### src/rtl/rob_pkg.sv
// Shared sizing constants and types for the ROB bypass controller.
package rob_pkg;
  localparam int NUM_REGISTERS     = 8;
  localparam int LOG_NUM_REGISTERS = 3;
  localparam int ROB_ENTRIES       = 8;
  localparam int LOG_ROB_ENTRIES   = 3;

  typedef logic [LOG_NUM_REGISTERS-1:0] reg_idx_t;
  typedef logic [LOG_ROB_ENTRIES-1:0]   rob_tag_t;
  typedef logic [LOG_ROB_ENTRIES:0]     rob_cnt_t;

  localparam rob_cnt_t ROB_FULL = rob_cnt_t'(ROB_ENTRIES);

  // What the ROB remembers per entry so a commit can find its rename-table slot.
  typedef struct packed {
    logic     has_dest;
    reg_idx_t dest;
  } rob_entry_t;
endpackage

### src/rtl/rob_bypass_ctrl_if.sv
// Decode/commit handshake and rename-table port bundle for rob_bypass_ctrl.
interface rob_bypass_ctrl_if;
  import rob_pkg::*;

  logic     flush;
  logic     alloc_valid;
  logic     alloc_has_dest;
  reg_idx_t alloc_dest;
  logic     alloc_ready;
  rob_tag_t alloc_tag;
  logic     commit_valid;
  logic     lookup_valid;
  logic     lookup_ready;
  reg_idx_t src_a;
  reg_idx_t src_b;
  logic     a_pending;
  logic     b_pending;
  rob_tag_t a_tag;
  rob_tag_t b_tag;
  rob_cnt_t rob_count;
  reg_idx_t rf_ra;
  reg_idx_t rf_rb;
  rob_tag_t rf_a;
  rob_tag_t rf_b;
  rob_tag_t rf_d;
  reg_idx_t rf_writeAddr;
  logic     rf_writeEnable;

  modport slave (
    input  flush, alloc_valid, alloc_has_dest, alloc_dest, commit_valid,
           lookup_valid, src_a, src_b, rf_a, rf_b,
    output alloc_ready, alloc_tag, lookup_ready, a_pending, b_pending,
           a_tag, b_tag, rob_count, rf_ra, rf_rb, rf_d, rf_writeAddr,
           rf_writeEnable
  );

  modport master (
    output flush, alloc_valid, alloc_has_dest, alloc_dest, commit_valid,
           lookup_valid, src_a, src_b, rf_a, rf_b,
    input  alloc_ready, alloc_tag, lookup_ready, a_pending, b_pending,
           a_tag, b_tag, rob_count, rf_ra, rf_rb, rf_d, rf_writeAddr,
           rf_writeEnable
  );
endinterface

### src/rtl/rob_circ_ptr.sv
// Circular pointer: increments modulo 2**WIDTH, synchronous clear wins over increment.
module rob_circ_ptr #(
  parameter int WIDTH = 3
) (
  input  logic             clk,
  input  logic             reset,
  input  logic             inc,
  input  logic             clear,
  output logic [WIDTH-1:0] ptr
);
  // NOTE: state registers use non-blocking assignments so every flop samples
  // pre-edge values regardless of process ordering.
  always_ff @(posedge clk or negedge reset) begin
    if (!reset)     ptr <= '0;
    else if (clear) ptr <= '0;
    else if (inc)   ptr <= ptr + WIDTH'(1);
  end
endmodule

### src/rtl/rob_bypass_ctrl.sv
// Rename-table sequencer: in-order ROB tag allocation/retirement, per-register
// pending bits, and zero-latency source lookups through the external table.
module rob_bypass_ctrl
  import rob_pkg::*;
(
  input  logic               clk,
  input  logic               reset,
  rob_bypass_ctrl_if.slave   bus
);
  rob_tag_t                 head;
  rob_tag_t                 tail;
  rob_cnt_t                 count;
  logic [NUM_REGISTERS-1:0] pend;
  logic [NUM_REGISTERS-1:0] pend_next;
  rob_entry_t               rob_q [ROB_ENTRIES];
  rob_entry_t               head_entry;

  logic not_full, not_empty;
  logic alloc_accept, commit_accept;
  logic steal, set_pend, clear_pend;

  assign head_entry = rob_q[head];
  assign not_full   = (count != ROB_FULL);
  assign not_empty  = (count != '0);

  // Reset gating keeps the write port quiet while reset is held mid-cycle.
  assign alloc_accept  = reset && !bus.flush && bus.alloc_valid && not_full;
  assign commit_accept = reset && !bus.flush && bus.commit_valid && not_empty;
  assign steal         = commit_accept && head_entry.has_dest;
  assign set_pend      = alloc_accept && bus.alloc_has_dest;
  // A younger writer to the same register leaves a different tag in the table.
  assign clear_pend    = steal && (bus.rf_b == head);

  assign bus.alloc_ready    = not_full && !bus.flush;
  assign bus.alloc_tag      = tail;
  assign bus.rob_count      = count;
  assign bus.rf_writeEnable = set_pend;
  assign bus.rf_writeAddr   = bus.alloc_dest;
  assign bus.rf_d           = tail;
  assign bus.rf_ra          = bus.src_a;
  assign bus.rf_rb          = steal ? head_entry.dest : bus.src_b;
  assign bus.lookup_ready   = bus.lookup_valid && !steal;
  assign bus.a_pending      = pend[bus.src_a];
  assign bus.a_tag          = bus.rf_a;
  assign bus.b_pending      = pend[bus.src_b];
  assign bus.b_tag          = bus.rf_b;

  always_comb begin
    // NOTE: defaulting every comb output first guarantees no latch is inferred.
    pend_next = pend;
    if (clear_pend) pend_next[head_entry.dest] = 1'b0;
    // Applied after the clear so a same-register allocation keeps the bit set.
    if (set_pend)   pend_next[bus.alloc_dest]  = 1'b1;
  end

  rob_circ_ptr #(.WIDTH(LOG_ROB_ENTRIES)) u_head (
    .clk   (clk),
    .reset (reset),
    .inc   (commit_accept),
    .clear (bus.flush),
    .ptr   (head)
  );

  rob_circ_ptr #(.WIDTH(LOG_ROB_ENTRIES)) u_tail (
    .clk   (clk),
    .reset (reset),
    .inc   (alloc_accept),
    .clear (bus.flush),
    .ptr   (tail)
  );

  always_ff @(posedge clk or negedge reset) begin
    if (!reset)                             count <= '0;
    else if (bus.flush)                     count <= '0;
    else if (alloc_accept && !commit_accept) count <= count + rob_cnt_t'(1);
    else if (commit_accept && !alloc_accept) count <= count - rob_cnt_t'(1);
  end

  always_ff @(posedge clk or negedge reset) begin
    if (!reset)         pend <= '0;
    else if (bus.flush) pend <= '0;
    else                pend <= pend_next;
  end

  // NOTE: this small array is reset because commit reads has_dest of the head
  // entry, and an unknown value there would corrupt the pending bits.
  always_ff @(posedge clk or negedge reset) begin
    if (!reset) begin
      for (int i = 0; i < ROB_ENTRIES; i++) rob_q[i] <= '0;
    end else if (alloc_accept) begin
      rob_q[tail] <= '{has_dest: bus.alloc_has_dest, dest: bus.alloc_dest};
    end
  end
endmodule
### src/flat_wrapper.sv
// flat-port wrapper written by rule: the top's interface ports become plain ports
module rob_bypass_ctrl_flat import rob_pkg::*;
  (clk, reset, bus_flush, bus_alloc_valid, bus_alloc_has_dest, bus_alloc_dest, bus_commit_valid, bus_lookup_valid, bus_src_a, bus_src_b, bus_rf_a, bus_rf_b, bus_alloc_ready, bus_alloc_tag, bus_lookup_ready, bus_a_pending, bus_b_pending, bus_a_tag, bus_b_tag, bus_rob_count, bus_rf_ra, bus_rf_rb, bus_rf_d, bus_rf_writeAddr, bus_rf_writeEnable);
  rob_bypass_ctrl_if bus_i ();
  input  logic clk;
  input  logic reset;
  input wire logic [$bits(bus_i.flush)-1:0] bus_flush;
  input wire logic [$bits(bus_i.alloc_valid)-1:0] bus_alloc_valid;
  input wire logic [$bits(bus_i.alloc_has_dest)-1:0] bus_alloc_has_dest;
  input wire logic [$bits(bus_i.alloc_dest)-1:0] bus_alloc_dest;
  input wire logic [$bits(bus_i.commit_valid)-1:0] bus_commit_valid;
  input wire logic [$bits(bus_i.lookup_valid)-1:0] bus_lookup_valid;
  input wire logic [$bits(bus_i.src_a)-1:0] bus_src_a;
  input wire logic [$bits(bus_i.src_b)-1:0] bus_src_b;
  input wire logic [$bits(bus_i.rf_a)-1:0] bus_rf_a;
  input wire logic [$bits(bus_i.rf_b)-1:0] bus_rf_b;
  output wire logic [$bits(bus_i.alloc_ready)-1:0] bus_alloc_ready;
  output wire logic [$bits(bus_i.alloc_tag)-1:0] bus_alloc_tag;
  output wire logic [$bits(bus_i.lookup_ready)-1:0] bus_lookup_ready;
  output wire logic [$bits(bus_i.a_pending)-1:0] bus_a_pending;
  output wire logic [$bits(bus_i.b_pending)-1:0] bus_b_pending;
  output wire logic [$bits(bus_i.a_tag)-1:0] bus_a_tag;
  output wire logic [$bits(bus_i.b_tag)-1:0] bus_b_tag;
  output wire logic [$bits(bus_i.rob_count)-1:0] bus_rob_count;
  output wire logic [$bits(bus_i.rf_ra)-1:0] bus_rf_ra;
  output wire logic [$bits(bus_i.rf_rb)-1:0] bus_rf_rb;
  output wire logic [$bits(bus_i.rf_d)-1:0] bus_rf_d;
  output wire logic [$bits(bus_i.rf_writeAddr)-1:0] bus_rf_writeAddr;
  output wire logic [$bits(bus_i.rf_writeEnable)-1:0] bus_rf_writeEnable;
  assign bus_i.flush = bus_flush;
  assign bus_i.alloc_valid = bus_alloc_valid;
  assign bus_i.alloc_has_dest = bus_alloc_has_dest;
  assign bus_i.alloc_dest = bus_alloc_dest;
  assign bus_i.commit_valid = bus_commit_valid;
  assign bus_i.lookup_valid = bus_lookup_valid;
  assign bus_i.src_a = bus_src_a;
  assign bus_i.src_b = bus_src_b;
  assign bus_i.rf_a = bus_rf_a;
  assign bus_i.rf_b = bus_rf_b;
  assign bus_alloc_ready = bus_i.alloc_ready;
  assign bus_alloc_tag = bus_i.alloc_tag;
  assign bus_lookup_ready = bus_i.lookup_ready;
  assign bus_a_pending = bus_i.a_pending;
  assign bus_b_pending = bus_i.b_pending;
  assign bus_a_tag = bus_i.a_tag;
  assign bus_b_tag = bus_i.b_tag;
  assign bus_rob_count = bus_i.rob_count;
  assign bus_rf_ra = bus_i.rf_ra;
  assign bus_rf_rb = bus_i.rf_rb;
  assign bus_rf_d = bus_i.rf_d;
  assign bus_rf_writeAddr = bus_i.rf_writeAddr;
  assign bus_rf_writeEnable = bus_i.rf_writeEnable;
  rob_bypass_ctrl u_core (.clk(clk), .reset(reset), .bus(bus_i));
endmodule
### config.mk
export PLATFORM = sky130hd
export DESIGN_NAME = rob_bypass_ctrl_flat
export DESIGN_NICKNAME = d
export VERILOG_FILES = /design/src/rtl/rob_pkg.sv /design/src/rtl/rob_bypass_ctrl_if.sv /design/src/rtl/rob_circ_ptr.sv /design/src/rtl/rob_bypass_ctrl.sv /design/src/flat_wrapper.sv
export SDC_FILE = /design/constraint.sdc
export NUM_CORES = 1
export LEC_CHECK = 0
export CORE_UTILIZATION = 50
export DETAILED_ROUTE_END_ITERATION = 7
export GPL_TIMING_DRIVEN = 0
export HOLD_SLACK_MARGIN = 0.08
export PLACE_DENSITY = 0.78
export SKIP_LAST_GASP = 1
export SYNTH_ARGS = -nofsm -noshare
export SYNTH_HDL_FRONTEND = slang
export SYNTH_SLANG_ARGS = --single-unit
### constraint.sdc
create_clock -name clk -period 3 [get_ports clk]
set_input_delay 0.3 -clock clk [delete_from_list [all_inputs] [get_ports clk]]
set_output_delay 0.3 -clock clk [all_outputs]
set_load 0.02 [all_outputs]
Word-level counts from Yosys, hierarchy flattened
Cells that the tools add are included.
{ "word_totals": {"word_cells": 88, "output_inout_bits": 30, "in_bits": 22, "register_bits": 50} }
{ "classes": {"bitwise_logic": 5, "add_sub_neg": 4, "n_eq_ne": 2, "order_cmp": 9, "n_reduce_logical": 23, "n_mux": 25} }
{ "op_table": {"columns": ["op", "n"], "rows": [
  ["bitwise mux 32 bit", 1],
  ["2-to-1 mux 4 bit", 6],
  ["2-to-1 mux 8 bit", 3],
  ["less-than comparator 3 x 4 -> 1 bit, second input constant", 4],
  ["logical AND 1 bit", 15],
  ["2-to-1 mux 3 bit", 5],
  ["binary-select mux 4 bit (select 3 bit)", 1],
  ["demux 4 bit (select 3 bit)", 1],
  ["AND 8 bit", 1],
  [">= comparator 4 bit, second input constant", 2],
  ["inverter 3 -> 4 bit", 2],
  ["inverter 8 bit", 1],
  ["OR 8 bit", 1],
  ["adder 3 x 1 -> 3 bit, second input constant", 2],
  ["binary-select mux 1 bit (select 3 bit)", 2],
  ["demux 1 bit (select 3 bit)", 2],
  [">= comparator 3 x 1 -> 1 bit, second input constant", 2],
  ["adder 4 x 1 -> 4 bit, second input constant", 1],
  ["zero test 1 bit", 4],
  ["less-than comparator 4 x 1 -> 1 bit, second input constant", 1],
  ["2-to-1 mux 1 bit", 4],
  ["!= test 4 bit, second input constant", 1],
  ["nonzero test 2 bit", 2],
  ["nonzero test 4 bit", 1],
  ["other kinds (3)", 3]
]} }

Depth between registers and ports, before layout
Gate-level depths: netlist (run 1).
{ "depth": {"depth_word": 14, "depth_mapped": 10, "mapped_depth_nobuf": 9} }

Modules after synthesis
From an unflattened synthesis (run 1), not the netlist that was laid out.
{ "hier_totals": {"cells_unflattened": 241, "area_unflattened_um2": 2922.8} }
{ "modules_own_cells": {"columns": ["mod", "instances", "seq_area_each_um2", "area_per_inst_um2", "cells_each"], "rows": [
  ["rob_bypass_ctrl", 1, 1101.1, 2650.0, 219],
  ["rob_circ_ptr", 2, 75.1, 136.4, 11]
]} }

Worst setup path before layout (run 1)
No wires, ideal clock.
{ "synth_path": {"path_kind": "register -> register", "from": "reg u_core.count[2], in the netlist u_core.bus.rob_count[2]", "to": "reg u_core.count[3], in the netlist u_core.bus.rob_count[3]", "period_less_slack_ns": 2.726, "n_path_buf": 1, "arrival_ns": 2.598, "setup_time_ns": 0.128, "required_time_ns": 2.872, "slack_ns": 0.274, "stages_incl_launch_ff": 11, "path_cell_list": "dfrtp_1 > or4_1 > and3_1 > buf_6 > nand2b_1 > ha_1 > a21o_1 > a21oi_1 > nand3_1 > o41ai_2 > mux2_1"} }
{ "synth_between": {"elab_chain_cells": 6, "word_cells_on_any_way": 14, "cone_classes": "add/sub: 2; eq/ne: 1; mux: 3; reduce/logical: 8"} }
{ "synth_rtl": {"columns": ["item", "line_no", "rtl"], "rows": [
  ["start, declared", "rob_bypass_ctrl.sv:12", "rob_cnt_t count;"],
  ["start signal, assigned", "rob_bypass_ctrl.sv:75", "else if (alloc_accept && !commit_accept) count <= count + rob_cnt_t'(1);"],
  ["start signal, assigned", "rob_bypass_ctrl.sv:76", "else if (commit_accept && !alloc_accept) count <= count - rob_cnt_t'(1);"],
  ["parallel branches: the longest is 6 deep, another holds subtractor 4 x 1 -> 4 bit", null, null]
]} }
Parallel ways; which one is timed is not known. The select of a mux whose other input is x is not followed.
A chain may end at the register's enable or synchronous reset.

Worst setup path in the final report (run 1)
{ "layout_path": {"from": "reg u_core.count[2], in the netlist u_core.bus.rob_count[2]", "to": "out bus_lookup_ready"} }
{ "layout_between": {"elab_chain_cells": 5} }
{ "layout_rtl": {"columns": ["item", "line_no", "rtl"], "rows": [
  ["nonzero test 4 bit", "rob_bypass_ctrl.sv:24", "assign not_empty = (count != '0);"],
  ["logical AND 1 bit", "rob_bypass_ctrl.sv:28", "assign commit_accept = reset && !bus.flush && bus.commit_valid && not_empty;"],
  ["logical AND 1 bit", "rob_bypass_ctrl.sv:29", "assign steal = commit_accept && head_entry.has_dest;"],
  ["zero test 1 bit", "rob_bypass_ctrl.sv:42", "assign bus.lookup_ready = bus.lookup_valid && !steal;"],
  ["logical AND 1 bit", "rob_bypass_ctrl.sv:42", null],
  ["end, declared", "flat_wrapper.sv:19", "output wire logic [$bits(bus_i.lookup_ready)-1:0] bus_lookup_ready;"]
]} }
Every way passes these cells.

==> impl_results.md, run 1 <==
* Mapped Nets at approximately 270
* Leak at 1.62 nW
* Comb pwr share at between 20% and 30%
* Clock power frac at roughly 25%
* Final global-route overflow total at 0
* Initial core utilization at approximately 53%
* First-pass GRT wire length at approximately 11000 µm
* Compound-cell area share of the yosys netlist at under 10%
* Tot GR Track Use at about 23%
* Post-synthesis async set-or-reset flop share at between 90% and 100%
* Mapped Avg Cell Area at around 12 µm²
* DR DRC count at 0
* Design Area, Final at approximately 0.0037 mm²
* Kind of critical path: reg2out
* Multiplexer area fraction after synthesis at 25.9%
* Gp weighted congestion at 0.822
* Cell area after synthesis at 0.00299 mm²
* Longest Clk Path Bufs at 2
* Post-DR wirelength/cell at 17.0 µm
* Share of layout cells above drive strength 1 at 31.5%
* Final Skew at 0.00151 ns
* YS warnings at 0
* Dpl cells at roughly 370
* Die Area at around 0.0063 mm²
* Relative slew margins at 31.0%
* Synth top area cells: dfrtp_1 (42%), mux2_2 (15%), mux4_2 (6.0%)
* EDFF count, synth at 0
* Post-DP HPWL at around 4700 µm
* Clock latency on the worst-skew pair at about 0.3 ns
* Fin nets at around 330
* Final Max Tran Viols at 0
* Post-synth cell types at 46
* Synth top area share at about two fifths
* Adder-cell share of the synthesized area at ~2.3%
* Peak supply drop at around 400 µV
* Layout Cells excl Fill at 380
* Crit path launch type: flip-flop
* Worst Tran Pin Value at about 1.0 ns
* Run status: finished clean
* Simple-Gate Fraction of Synth Area at between 10% and 20%
* CTS clock-pin slew for the worst setup and hold paths at 0.09 ns
* Via density at between 5 and 6
* Fmax at 352 MHz
* Most frequent cells in the layout: dfrtp_1 (50), clkdlybuf4s50_1 (44), mux2_2 (40), nor2_1 (18), buf_4 (17)
* Commonest non-fill, non-tap cell in the layout: dfrtp_1
* Placed Area at 0.00357 mm²
* Final antenna-violating net count at 0
* CTS tree: done
* Hold_ws at around 0.44 ns
* CTS Buf Count at 5
* Port bufs at 48
* Seq pwr share at between 40 and 50%
* Largest family of logic cells by synthesized area: multiplexers
* Post-CTS Repair Setup Buffers at 0
* Synthesized flop and latch total at 50
* Core Rows at 27
* Number of H-tree levels at 2
* Final setup violating endpoints at 0
* Area growth, synth to finish at 24.9%
* # diodes at 0
* Register area share after synthesis at 41.9%
* XOR/XNOR share of the synthesized area at roughly 2.6%
* Top FF cell, synth: dfrtp_1
* Cell count after synthesis at ~250
* Sw frac at 28.3%
* Max-cap violations at 0
* Initial antenna violation count at 0
* Crit path DAT at ~2.5 ns
* Vias in the first global route at 2217
* RSZ-0062 raised after global routing: no
* Largest net degree at the start of global routing at 28
* IO Pins at 52
* Die width at 79.3 µm
* Clock Sinks at 50
* Routed WL at ~6400 µm
* Total vias in the final route at between 2000 and 2500
* WP data required at roughly 2.7 ns
* Fin crit period at 2.84 ns
* P_sw at 0.454 mW
* Drt initial violations at about 110
* Crit Path Max Fanout at 9
* Hold Crit Class: in2reg
* Final period utilization at 94.7%
* Placeable Area at 0.00564 mm²
* Setup crit end kind: primary output
* Power Dens Cells at between 400 and 500 mW/mm²
* Final Hold Vio Count at 0
* Drt pass-1 iters at 5
* Pint at ~1.1 mW
* Die height at approximately 79 µm
* Synth area leader: dfrtp_1
* CTS root buf: clkbuf_8
through the flow:
stage	power, mW	setup TNS [ns]	util, %	worst slack (ns)
finish	1.60	0	66.2	0.159
global route	1.68	0	66.2	0.0616
CTS	1.62	0	66.1	0.00437
detailed placement	1.20	-0.506	63.4	-0.206
global placement	1.19	-73.69	63.1	-1.95
floorplan	1.05	0	-	0.274
cell usage after synthesis, types with 5 or more instances:
cell type  instances
mux4_2             8
xnor2_1            7
dfrtp_1           50
nor2_1            18
buf_4             16
clkbuf_1           5
a21oi_1            6
nand2_1           16
a311oi_1           6
mux2i_1            8
mux2_2            40
what timing repair did:
item | 4_1_cts | 5_1_grt
endpoints found under the setup margin | 3 | 2
hold buffers | 4 | 0
resized for setup | 2 | 2
hold endpoints to repair | 27 | 0
critical path, cell delays in order, from the launching register on:
cell	delay (ns)
dfrtp_1	0.45
or4_1	0.51
and3_1	0.20
buf_6	0.15
nand4_2	0.17
and2_1	0.15
clkdlybuf4s50_1	0.61
cells by family (layout without fill, tap and decap cells):
kind of cell	after synthesis	after routing
buffers and inverters	31	92
multiplexers	59	59
XOR/XNOR	9	9
AND/OR/NAND/NOR	71	71
adder cells (fa/ha/maj)	5	5
flip-flops	50	50
AO/OA/AOI/OAI	22	22
area by class of cell:
cell class                      instances  area, µm²
Fill cell                             445       1910
Multi-Input combinational cell        166       1540
Sequential cell                        50       1250
Timing Repair Buffer                   53        562
Buffer                                 27        179
Tap cell                               72       90.1
Clock buffer                            7       86.3
Inverter                                4       15.0
Clock inverter                          1       5.00
state kept, by name, indices dropped and copies added, names as in the netlist:
name and cells:
u_core.rob_q 32, u_core.bus.rob_count 4, u_core.u_tail.ptr 3, u_core.pend 8, u_core.u_head.ptr 3
worst paths after layout:
path,from,endpoint,slack (ns),depth (start not counted)
setup / recovery,u_core.bus.rob_count[2],bus_lookup_ready,0.16,6
hold / removal,reset,u_core.pend[3],0.44,3
setup reg to reg,u_core.bus.rob_count[2],u_core.bus.rob_count[3],0.19,10
hold reg to reg,u_core.rob_q[12],u_core.rob_q[12],0.51,1
max in group asynchronous,reset,u_core.bus.rob_count[2],1.44,3
min in group asynchronous,reset,u_core.rob_q[4],0.68,4
power groups by stage:
stage	clock network, mW	registers (mW)	logic [mW]
final	0.402	0.770	0.429
after CTS	0.414	0.769	0.433
after global routing	0.435	0.777	0.465
after detailed placement	0	0.782	0.420
after global placement	0	0.779	0.410
after floorplan	0	0.781	0.274
per-layer routing:
| metal | part of all wire (%) | vias up | track usage, % |
|---|---|---|---|
| met5 | 0 | - | 0 |
| met4 | 2.0 | 0 | 9.45 |
| met3 | 4.2 | 9 | 4.14 |
| met2 | 51 | 56 | 38.4 |
| met1 | 43 | 1067 | 28.0 |
| li1 | - | 1007 | - |
(Power assumes the default switching activity.)
==> run 2, diff against run 1 <==
- MAX_ROUTING_LAYER: default -> met4
==> impl_results.md, run 2 (synthesized netlist as in run 1, its figures left out) <==
* Relative slew margins at 29.9% (was 31.0%)
* CTS tree: done (unchanged)
* Core Rows at 27 (unchanged)
* Peak supply drop at 402 µV (was 401 µV)
* Total vias in the final route at 2128 (was 2139)
* Via density at 5.60 (was 5.63)
* Port bufs at 48 (unchanged)
* Die width at 79.3 µm (unchanged)
* Met2 usage at 38.4% (unchanged)
* Worst-case reg-to-reg path depth at 10 (unchanged)
* Overall power at 1.60 mW (about the same)
* GRT busiest layer: met2 (unchanged)
* Crit path DAT at 2.54 ns (about the same)
* Run status: finished clean (unchanged)
* IO Pins at 52 (unchanged)
* Share of layout cells above drive strength 1 at 31.5% (unchanged)
* CTS clock-pin slew for the worst setup and hold paths at 0.09 ns (about the same)
* Fmax at 352 MHz (about the same)
* Placeable Area at 0.00564 mm² (unchanged)
* Power Dens Cells at 429 mW/mm² (about the same)
* WP data required at 2.70 ns (about the same)
* Post-CTS Repair Setup Buffers at 0 (unchanged)
* CTS root buf: clkbuf_8 (unchanged)
* Routed WL at 6440 µm (was 6450 µm)
* Design Area, Final at 0.00373 mm² (unchanged)
* RR Endpoint: u_core.bus.rob_count[3] (unchanged)
* Hold Crit Class: in2reg (unchanged)
* End of the worst hold path: u_core.pend[3] (unchanged)
* Dpl ws at -0.206 ns (unchanged)
* Slowest stage cell on the critical path: clkdlybuf4s50_1 (unchanged)
* Final setup violating endpoints at 0 (unchanged)
* Die Area at 0.00629 mm² (unchanged)
* # diodes at 0 (unchanged)
* Final Skew at 0.00296 ns (was 0.00151 ns)
* Vias in the first global route at 2214 (was 2217)
* Crit path launch type: flip-flop (unchanged)
* Initial core utilization at 53.0% (unchanged)
* Setup crit end kind: primary output (unchanged)
* Worst Tran Pin Value at 1.05 ns (was 1.03 ns)
* Fin nets at 334 (unchanged)
* Hold path depth at 3 (unchanged)
* Final Hold Vio Count at 0 (unchanged)
* Crit Path Max Fanout at 9 (unchanged)
* Leak at 1.62 nW (unchanged)
* Max reg flops at 32 (unchanged)
* Largest net degree at the start of global routing at 28 (unchanged)
* R2r setup slk at 0.19 ns (about the same)
* Reg-to-Reg Start: u_core.bus.rob_count[2] (unchanged)
* Drt initial violations at 105 (was 113)
* Min-delay src: reset (unchanged)
* Longest Clk Path Bufs at 2 (unchanged)
* Post-DR wirelength/cell at 16.9 µm (was 17.0 µm)
* First-pass GRT wire length at 10700 µm (about the same)
* RSZ-0062 raised after global routing: no (unchanged)
* Commonest non-fill, non-tap cell in the layout: dfrtp_1 (unchanged)
* Area growth, synth to finish at 24.9% (unchanged)
* Met1 usage in global routing at 28.1% (was 28.0%)
* Max-cap violations at 0 (unchanged)
* Post-DP HPWL at 4690 µm (unchanged)
* Final antenna-violating net count at 0 (unchanged)
* DR DRC count at 0 (unchanged)
* CTS Buf Count at 5 (unchanged)
* Clock latency on the worst-skew pair at 0.30 ns (about the same)
* Biggest register: u_core.rob_q (unchanged)
* Drt pass-1 iters at 4 (was 5)
* Final period utilization at 94.7% (about the same)
* Clock Sinks at 50 (unchanged)
* CP startpoint: u_core.bus.rob_count[2] (unchanged)
* Number of H-tree levels at 2 (unchanged)
* Most frequent cells in the layout: dfrtp_1 (50), clkdlybuf4s50_1 (44), mux2_2 (40), nor2_1 (18), buf_4 (17) (unchanged)
* Final Max Tran Viols at 0 (unchanged)
* Worst-path cell chain: or4_1, and3_1, buf_6, nand4_2, and2_1, clkdlybuf4s50_1 (unchanged)
* Final global-route overflow total at 0 (unchanged)
* Fin crit period at 2.84 ns (about the same)
* Die height at 79.3 µm (unchanged)
* Gp weighted congestion at 0.834 (was 0.822)
* Met3 Use GR at 4.14% (unchanged)
* Hold_ws at 0.435 ns (about the same)
* Max incr delay on CP at 0.61 ns (about the same)
* Final setup margin at 0.158 ns (was 0.159 ns)
* Placed Area at 0.00357 mm² (unchanged)
* Kind of critical path: reg2out (unchanged)
* Tot GR Track Use at 23.2% (was 22.5%)
* Initial antenna violation count at 0 (unchanged)
## run 2: cell counts in the layout (fill, tap and decap cells not counted)
No cell type changed its count.
## run 2: worst max-delay path, delay by kind of cell, from the launching register on
family / cells / cell delay, ns
buffers and inverters: 2 / 0.76
DFF: 1 / 0.45
and+or+nand+nor: 4 / 1.03
## run 2: how the worst max path moves through the flow
| stage | to | slack [ns] | depth (start not counted) |
|---|---|---|---|
| floorplan | u_core.bus.rob_count[3] | 0.27 | 10 |
| global placement | u_core.bus.rob_count[3] | -1.95 | 10 |
| detailed placement | u_core.bus.rob_count[3] | -0.21 | 11 |
| CTS | bus_rf_rb[1] | 0.004 | 6 |
| global route | bus_lookup_ready | 0.06 | 6 |
| finish | bus_lookup_ready | 0.16 | 6 |
## run 2: where the power goes
part           switching [mW]  internal [mW]
clock network           0.217          0.186
registers              0.0400          0.730
logic                   0.198          0.231
## run 2: final cells by class
type	instances	area [µm²]
Buffer	27	179
Clock buffer	7	86.3
Clock inverter	1	5.00
Fill cell	445	1910
Inverter	4	15.0
Multi-Input combinational cell	166	1540
Sequential cell	50	1250
Tap cell	72	90.1
Timing Repair Buffer	53	562
## run 2: metrics by stage
step	TNS, ns	std cells	util, %
global route	0	380	66.2
finish	0	380	66.2
CTS	0	380	66.1
global placement	-73.69	367	63.1
floorplan	0	247	-
detailed placement	-0.506	368	63.4
## run 2: timing repair
action	4_1_cts	5_1_grt
setup endpoints to repair	3	2
resized for setup	2	2
hold buffers	4	0
hold endpoints to repair	27	0
## run 2: routing by layer
layer	share of wire (%)	vias up	routed length, µm
met2	51	47	3280
li1	-	1005	-
met1	43	1067	2780
met3	4.0	9	256
met5	0	-	0
met4	2.0	0	127
==> run 3, diff against run 2 <==
==> constraint.sdc (replaced) <==
create_clock -name clk -period 3 [get_ports clk]
set_input_delay 0.6 -clock clk [delete_from_list [all_inputs] [get_ports clk]]
set_output_delay 0.6 -clock clk [all_outputs]
set_load 0.02 [all_outputs]
==> impl_results.md, run 3 (synthesized netlist as in run 1, its figures left out) <==
* Run status: finished clean (unchanged)
* Reg-to-Reg Start: u_core.bus.rob_count[0] (was u_core.bus.rob_count[2])
* Total vias in the final route at 2141 (was 2128)
* Core Rows at 27 (unchanged)
* Crit path launch type: input port (was flip-flop)
* First-pass GRT wire length at 10600 µm (was 10700 µm)
* RSZ-0062 raised after global routing: yes (was no)
* WP data required at 2.40 ns (was 2.70 ns)
* Max incr delay on CP at 0.46 ns (was 0.61 ns)
* Relative slew margins at 47.6% (was 29.9%)
* CTS root buf: clkbuf_8 (unchanged)
* Die height at 79.3 µm (unchanged)
* Drt initial violations at 125 (was 105)
* Hold_buf cts at 0 (was 4)
* Fin crit period at 2.95 ns (was 2.84 ns)
* Gp weighted congestion at 0.834 (unchanged)
* Via density at 5.58 (was 5.60)
* Worst Tran Pin Value at 0.775 ns (was 1.05 ns)
* CP startpoint: bus_flush (was u_core.bus.rob_count[2])
* Tot GR Track Use at 22.8% (was 23.2%)
* Placeable Area at 0.00564 mm² (unchanged)
* CTS tree: done (unchanged)
* Number of H-tree levels at 2 (unchanged)
* Final Skew at 0.00622 ns (was 0.00296 ns)
* Worst-path cell chain: clkdlybuf4s50_1, nor2b_1, and3_1, buf_6, nand4_4, mux2_2, clkdlybuf4s15_1 (was or4_1, and3_1, buf_6, nand4_2, and2_1, clkdlybuf4s50_1)
* Commonest non-fill, non-tap cell in the layout: dfrtp_1 (unchanged)
* CTS clock-pin slew for the worst setup and hold paths at 0.09 ns (about the same)
* Longest Clk Path Bufs at 2 (unchanged)
* Post-DP HPWL at 4690 µm (unchanged)
* Die width at 79.3 µm (unchanged)
* Final setup violating endpoints at 0 (unchanged)
* IO Pins at 52 (unchanged)
* Port bufs at 48 (unchanged)
* Fin nets at 338 (was 334)
* Hold_ws at 0.115 ns (was 0.435 ns)
* Post-DR wirelength/cell at 16.7 µm (was 16.9 µm)
* Crit Path Max Fanout at 9 (unchanged)
* Share of layout cells above drive strength 1 at 34.9% (was 31.5%)
* Delay-heaviest family, CP: buffers and inverters (was simple AND/OR/NAND/NOR gates)
* Largest net degree at the start of global routing at 31 (was 28)
* Max reg flops at 32 (unchanged)
* Routed WL at 6420 µm (was 6440 µm)
* Fmax at 339 MHz (was 352 MHz)
* Final global-route overflow total at 0 (unchanged)
* CTS Buf Count at 5 (unchanged)
* Vias in the first global route at 2193 (was 2214)
* Clock latency on the worst-skew pair at 0.30 ns (about the same)
* Max-cap violations at 0 (unchanged)
* # diodes at 0 (unchanged)
* Placed Area at 0.00357 mm² (unchanged)
* Design Area, Final at 0.00379 mm² (was 0.00373 mm²)
* Kind of critical path: in2out (was reg2out)
* Peak supply drop at 408 µV (was 402 µV)
* Leak at 1.66 nW (was 1.62 nW)
* Final core utilization at 67.2% (was 66.2%)
* Biggest register: u_core.rob_q (unchanged)
* Final period utilization at 98.3% (was 94.7%)
* Drt pass-1 iters at 4 (unchanged)
* Final setup TNS at 0 ns (unchanged)
* Initial antenna violation count at 0 (unchanged)
* DR DRC count at 0 (unchanged)
* Final Max Tran Viols at 0 (unchanged)
* Final antenna-violating net count at 0 (unchanged)
* Die Area at 0.00629 mm² (unchanged)
* Slowest stage cell on the critical path: clkdlybuf4s50_1 (unchanged)
* Worst Path Buf+Inv at 3 (was 2)
* Setup crit end kind: primary output (unchanged)
* Hold Crit Class: in2async (was in2reg)
* Crit path DAT at 2.35 ns (was 2.54 ns)
* Initial core utilization at 53.0% (unchanged)
* Area growth, synth to finish at 26.7% (was 24.9%)
* Overall power at 1.62 mW (was 1.60 mW)
* Most frequent cells in the layout: dfrtp_1 (49), clkdlybuf4s50_1 (41), mux2_2 (38), buf_4 (24), nor2_1 (18) (was dfrtp_1 (50), clkdlybuf4s50_1 (44), mux2_2 (40), nor2_1 (18), buf_4 (17))
* Final Hold Vio Count at 0 (unchanged)
* Power Dens Cells at 428 mW/mm² (was 429 mW/mm²)
* Clock Sinks at 50 (unchanged)
==> run 3: layout make-up <==
| cell class | count | area [µm²] |
|---|---|---|
| plain buffers | 26 | 179 |
| clock buffers | 7 | 86.3 |
| clock inverters | 1 | 5.00 |
| fillers | 434 | 1850 |
| inverters | 4 | 15.0 |
| multi-input cells | 166 | 1570 |
| flip-flops and latches | 50 | 1250 |
| well taps | 72 | 90.1 |
| repair buffers | 58 | 594 |
==> run 3: worst paths after layout <==
path / end / depth (start not counted) / slack, ns
min in group clk: u_core.rob_q[12] / 1 / 0.51
hold reg to reg: u_core.rob_q[12] / 1 / 0.51
setup reg to reg: u_core.bus.rob_count[3] / 10 / 0.24
hold / removal: u_core.rob_q[4] / 1 / 0.12
setup / recovery: bus_rf_rb[2] / 7 / 0.05
max in group asynchronous: u_core.u_head.ptr[2] / 2 / 2.52
==> run 3: worst reg2reg max path: cells and delay by family (launching register included) <==
family          cells  cell delay, ns
buf+inv             1            0.15
flops               1            0.45
simple gates        4            0.99
mux                 1            0.35
compound gates      3            0.43
fa+ha+maj           1            0.29
==> run 3: metal layers <==
layer / GRT usage, % / vias up / routed length (µm)
li1: - / 1015 / -
met5: - / - / 0
met2: 39.3 / 48 / 3330
met3: 2.99 / 8 / 215
met1: 28.0 / 1070 / 2780
met4: 6.91 / 0 / 96
==> run 3: per-stage QoR <==
stage	std cells	setup WS (ns)
2_1_floorplan	247	0.274
4_1_cts	381	-0.0218
5_1_grt	384	-0.0211
6_report	384	0.0520
3_3_place_gp	367	-2.30
3_5_place_dp	368	-0.708
==> run 3: what timing repair did <==
action	in CTS	in global routing
setup endpoints to repair	9	4
pin swaps	1	0
setup buffers	5	3
gates resized for setup	14	10
gates cloned	0	1
==> run 3: report_power, final <==
group	switching [mW]	internal, mW	total [mW]
combinational	0.206	0.246	0.452
sequential	0.0368	0.730	0.767
clock	0.218	0.186	0.404
total	0.460	1.16	1.62
==> variant 1: new RTL, settings of run 3 <==
Set the package constant `LOG_NUM_REGISTERS` to 4 (it was 3).
--- a/src/rtl/rob_pkg.sv
+++ b/src/rtl/rob_pkg.sv
@@ -2,5 +2,5 @@
 package rob_pkg;
   localparam int NUM_REGISTERS     = 8;
-  localparam int LOG_NUM_REGISTERS = 3;
+  localparam int LOG_NUM_REGISTERS = 4;
   localparam int ROB_ENTRIES       = 8;
   localparam int LOG_ROB_ENTRIES   = 3;
Interface: changed (6 resized); port bits go from 52 to 58. The function was not compared with the original's and may differ.
==> variant 1 against run 3 <==
Total power increased by 45%; final cell count increased by 9.9%; area after synthesis increased by 9.5%; synthesized cell count increased by 9.3%; utilization decreased by 0.42 points; worst setup slack improved by 33 ps; routed wire length increased by 13%; cell area increased by 12%; clock power increased by 140%; sequential cell count increased by 8; critical path type unchanged.
==> variant 1: results (changes against run 3) <==
The post-synth net total came out at 300 (+9.5%). By area the synthesized netlist is led by dfrtp_1 (44%), mux2_2 (15%), mux4_2 (8.3%). The fraction of synthesized area in multiplexers is 27.06% (+1.2 points). The setup slack on the worst flop-to-flop path came to 420 ps (+180 ps). The fraction of the yosys area taken by sequential cells came out at 44.34% (+2.5 points).

The number of setup violations in the final report is 0 (unchanged). The footprint of the multi-input gates was 0.001622 mm^2 (+3.5%). The placed wire-length estimate came out at 5138 um (+9.6%). Counting instances in the post-synthesis netlist gives the leading cell types as dfrtp_1 (58), mux2_2 (44), nand2_1 (21). The detailed route wirelength on metal3 was 547 um (+150%). The post-CTS setup repair buffer count came out at 4 (-1). The largest voltage drop on the vdd net is 0.3560 mV (-13%).

The clock slew seen by the registers of the worst setup and hold paths came to 70 ps (-20 ps). The number of flip-flops in the largest register is 40 (+25%). The all-layer global routing usage came to 23.31% (+0.47 points). The largest driver fanout on the critical path was 37 (+28). The delay contributed by the slowest stage of the critical path came out at 600 ps (+140 ps).

The maximum number of pins on one net before global-route repair was 38 (+23%). The final-layout clock-cell area share is 6.289% (+3.9 points). The number of filler cells placed in the layout came out at 443 (+2.1%).

The static leakage came out at 0.001925 uW (+16%). The met2 wirelength from detailed routing came to 3574 um (+7.2%). The count of vias placed by the detailed router is 2406 (+12%). The ratio of cells with drive above 1 in the final layout was 33.33% (-1.6 points). The number of placed instances, taps included is 398 (+8.2%). The number of clock buffers in the layout came to 11 (+4). The met1 usage came out at 29.16% (+1.1 points). The average via count per standard cell came out at 5.701 (+2.3%).

The post-route clock skew is 9.081 ps (+2.859 ps). The startpoint identified for the worst register-to-register timing path is u_core.bus.rob_count[0]$_DFFE_PN0P_. The layout net count is 370 (+9.5%).

Among cell families on the critical path, the largest total delay comes from buffers and inverters. The number of input and output port buffers inserted is 50 (+4.2%). The routed metal-1 wirelength is 2989 um (+7.6%). The data arrival at the endpoint of the critical path was 2310 ps (-40 ps).

The H-tree depth came out at 3 (+1). The routability-driven placement congestion ratio was 0.8932 (+7.1%). The number of instances in the synthesized netlist is 270 (+9.3%). The number of design-rule violations left by the first detailed-router iteration came out at 91 (-27%). The max-slew headroom at the worst pin came out at 56.45% (+8.8 points).

The setup slack at placement is -891.0 ps (-182.9 ps). The number of distinct standard cells referenced by the synthesized netlist came out at 43 (-6.5%). The number of buffers created by CTS is 9 (+4). The share of the synthesized area in compound gates (AO/OA/AOI/OAI) came to 5.657% (-0.16 points). The area share of fa/ha/maj cells after synthesis is 2.141% (-0.20 points).

The utilization after layout came out at 66.74% (-0.42 points). The non-clock buffer instance count of the final layout came out at 89 (+6.0%). The fraction of met2 tracks used by global routing came out at 36.21% (-3.1 points).

The count of state elements after synthesis was 58 (+16%). The flow ran to the end, and the final reports show no timing, DRC or antenna violations. The total routed wirelength was 7265 um (+13%).
[variant 1: cell types whose count changed after synthesis, moves of 5 or more]
cell | run 3 | this run
dfrtp_1 | 50 | 58
o21ai_0 | 1 | 9
a311oi_1 | 6 | 0
a32oi_1 | 0 | 6
nand2_1 | 16 | 21
nand3_1 | 4 | 9
[variant 1: worst max path at each step]
stage	from	end	slack (ps)	depth (start not counted)
after detailed placement	reset	u_core.bus.rob_count[3]$_DFFE_PN0P_	-890	11
final	reset	bus_rf_writeEnable	90	6
after global routing	reset	bus_rf_writeEnable	-40	6
after CTS	reset	bus_rf_writeEnable	-110	6
after global placement	reset	u_core.bus.rob_count[3]$_DFFE_PN0P_	-2610	10
after floorplan	bus_flush	u_core.bus.rob_count[3]$_DFFE_PN0P_	400	9
[variant 1: power breakdown]
group	switching [uW]	leakage, uW	internal [uW]	total (uW)
sequential	55.9	0.000787	855	911
clock	308	0.000134	658	966
combinational	225	0.00100	245	470
==> variant 2: new RTL, settings of run 3 <==
Without the edit above. Make the reset (`reset`) synchronous in 4 clocked blocks.
--- a/src/rtl/rob_circ_ptr.sv
+++ b/src/rtl/rob_circ_ptr.sv
@@ -11,5 +11,5 @@
   // NOTE: state registers use non-blocking assignments so every flop samples
   // pre-edge values regardless of process ordering.
-  always_ff @(posedge clk or negedge reset) begin
+  always_ff @(posedge clk) begin
     if (!reset)     ptr <= '0;
     else if (clear) ptr <= '0;
--- a/src/rtl/rob_bypass_ctrl.sv
+++ b/src/rtl/rob_bypass_ctrl.sv
@@ -70,5 +70,5 @@
   );
 
-  always_ff @(posedge clk or negedge reset) begin
+  always_ff @(posedge clk) begin
     if (!reset)                             count <= '0;
     else if (bus.flush)                     count <= '0;
@@ -77,5 +77,5 @@
   end
 
-  always_ff @(posedge clk or negedge reset) begin
+  always_ff @(posedge clk) begin
     if (!reset)         pend <= '0;
     else if (bus.flush) pend <= '0;
@@ -85,5 +85,5 @@
   // NOTE: this small array is reset because commit reads has_dest of the head
   // entry, and an unknown value there would corrupt the pending bits.
-  always_ff @(posedge clk or negedge reset) begin
+  always_ff @(posedge clk) begin
     if (!reset) begin
       for (int i = 0; i < ROB_ENTRIES; i++) rob_q[i] <= '0;
Check against the original RTL: differs if reset is asserted again (counterexample within 4 cycles, from zero or initial values and one cycle with reset low); with reset held inactive, the same outputs for 4 cycles.
==> variant 2 against run 3 <==
Register-to-register slack worse by 50 ps; sequential cell count up 3; worst setup slack better by 13 ps; routed wire length up 4.5%; cell area up 0.76%; area after synthesis up 4.5%; count of clock-buffer cells in the layout unchanged; critical path type is now primary input to register.
Power is not compared: it rests on default switching activity, and its combinational part moved more than twofold at a synthesized area within 25%.
==> variant 2: results (changes against run 3) <==
Yosys attributes the largest share of cell area to edfxtp_1 (31%), dfxtp_1 (13%), and2_1 (6.0%). The count of vias placed by the detailed router is 2296 (+7.2%). The placed wire-length estimate is 5011 um (+6.9%). The setup slack at placement came out at -559.5 ps (+148.6 ps). The period utilization came out at 97.85% (-0.42 points).

The post-synth net total is 308 (+12%). The met1 usage is 26.85% (-1.2 points). The number of filler cells placed in the layout is 490 (+13%).

The storage element area is 0.001381 mm^2 (+10%). The number of enable flip-flop cells after synthesis was 32 (+32). The fraction of synthesized area in multiplexers was 13.82% (-12 points).

The final-layout clock-cell area share came out at 2.688% (+0.28 points). The commonest cells after synthesis are edfxtp_1 (32), and2_1 (30), dfxtp_1 (21). The largest driver fanout on the critical path is 6 (-3). The delay contributed by the slowest stage of the critical path was 500 ps (+40 ps). The count of state elements after synthesis came out at 53 (+6.0%). The synthesized-area fraction occupied by xor and xnor cells is 2.804% (+0.17 points). The critical path ends at u_core.bus.rob_count[3]$_SDFFE_PP0P_. The per-cell routed wire length came out at 16.21 um (-3.1%). The non-clock buffer contribution to total cell area came out at 18.13% (-2.3 points). The routed metal-1 wirelength came out at 2891 um (+4.1%). The reg-to-reg startpoint is u_core.bus.rob_count[0]$_SDFFE_PP0P_. The non-clock buffer instance count of the final layout is 81 (-3.6%). The post-CTS setup repair buffer count came out at 1 (-4).

The total of cells resized after clock tree synthesis came out at 11 (-3). The max-slew headroom at the worst pin was 44.50% (-3.1 points). The area share of fa/ha/maj cells after synthesis came out at 2.644% (+0.30 points). The data arrival at the endpoint of the critical path came out at 3170 ps (+820 ps).

The area of placed instances is 0.003697 mm^2 (+3.4%). The share of the synthesized area in compound gates (AO/OA/AOI/OAI) came to 7.933% (+2.1 points). The worst hold-check path type is register to register. The routability-driven placement congestion ratio was 0.8586 (+2.9%). The multi-input combinational cell count came out at 191 (+15%). The run finished with clean final reports. The detailed route wirelength on metal3 came out at 409 um (+90%). The ratio of cells with drive above 1 in the final layout is 19.76% (-15 points). The layout inverter count without the clock tree is 6 (+2). The setup slack on the worst flop-to-flop path is 190 ps (-50 ps). The mapped cell area is 0.003123 mm^2 (+4.5%). The number of design-rule violations left by the first detailed-router iteration came to 111 (-11%).

The share of synthesized registers carrying an async set or reset is 0% (-100 points). The post-route clock skew is 10.74 ps (+4.517 ps). The all-layer global routing usage came out at 22.95% (+0.11 points). The fraction of the yosys area taken by sequential cells came out at 44.23% (+2.4 points).

The depth of the worst register-to-register path came out at 12 (+2).
## variant 2: cell count changes after synthesis, sizes merged, moves of 4 or more
cell	delta
dfrtp	-50
edfxtp	+32
mux2	-28
and2	+26
dfxtp	+21
a311oi	-7
o21ai	+6
or2b	+4
## variant 2: stage by stage
stage          hold WS, ps  total power, uW  instances
2_1_floorplan        448.0            933.1        280
3_3_place_gp         469.0             1023        403
3_5_place_dp         476.5             1026        403
4_1_cts              490.6             1457        412
5_1_grt              527.1             1505        414
6_report             491.5             1462        414
## variant 2: cell families (layout without fill, tap and decap cells)
group | after synthesis | count (layout)
buffers and inverters | 36 | 95
AND/OR/NAND/NOR | 111 | 111
AO/OA/AOI/OAI | 34 | 34
multiplexers | 30 | 30
XOR/XNOR | 10 | 10
adder cells (fa/ha/maj) | 6 | 6
flip-flops | 53 | 53
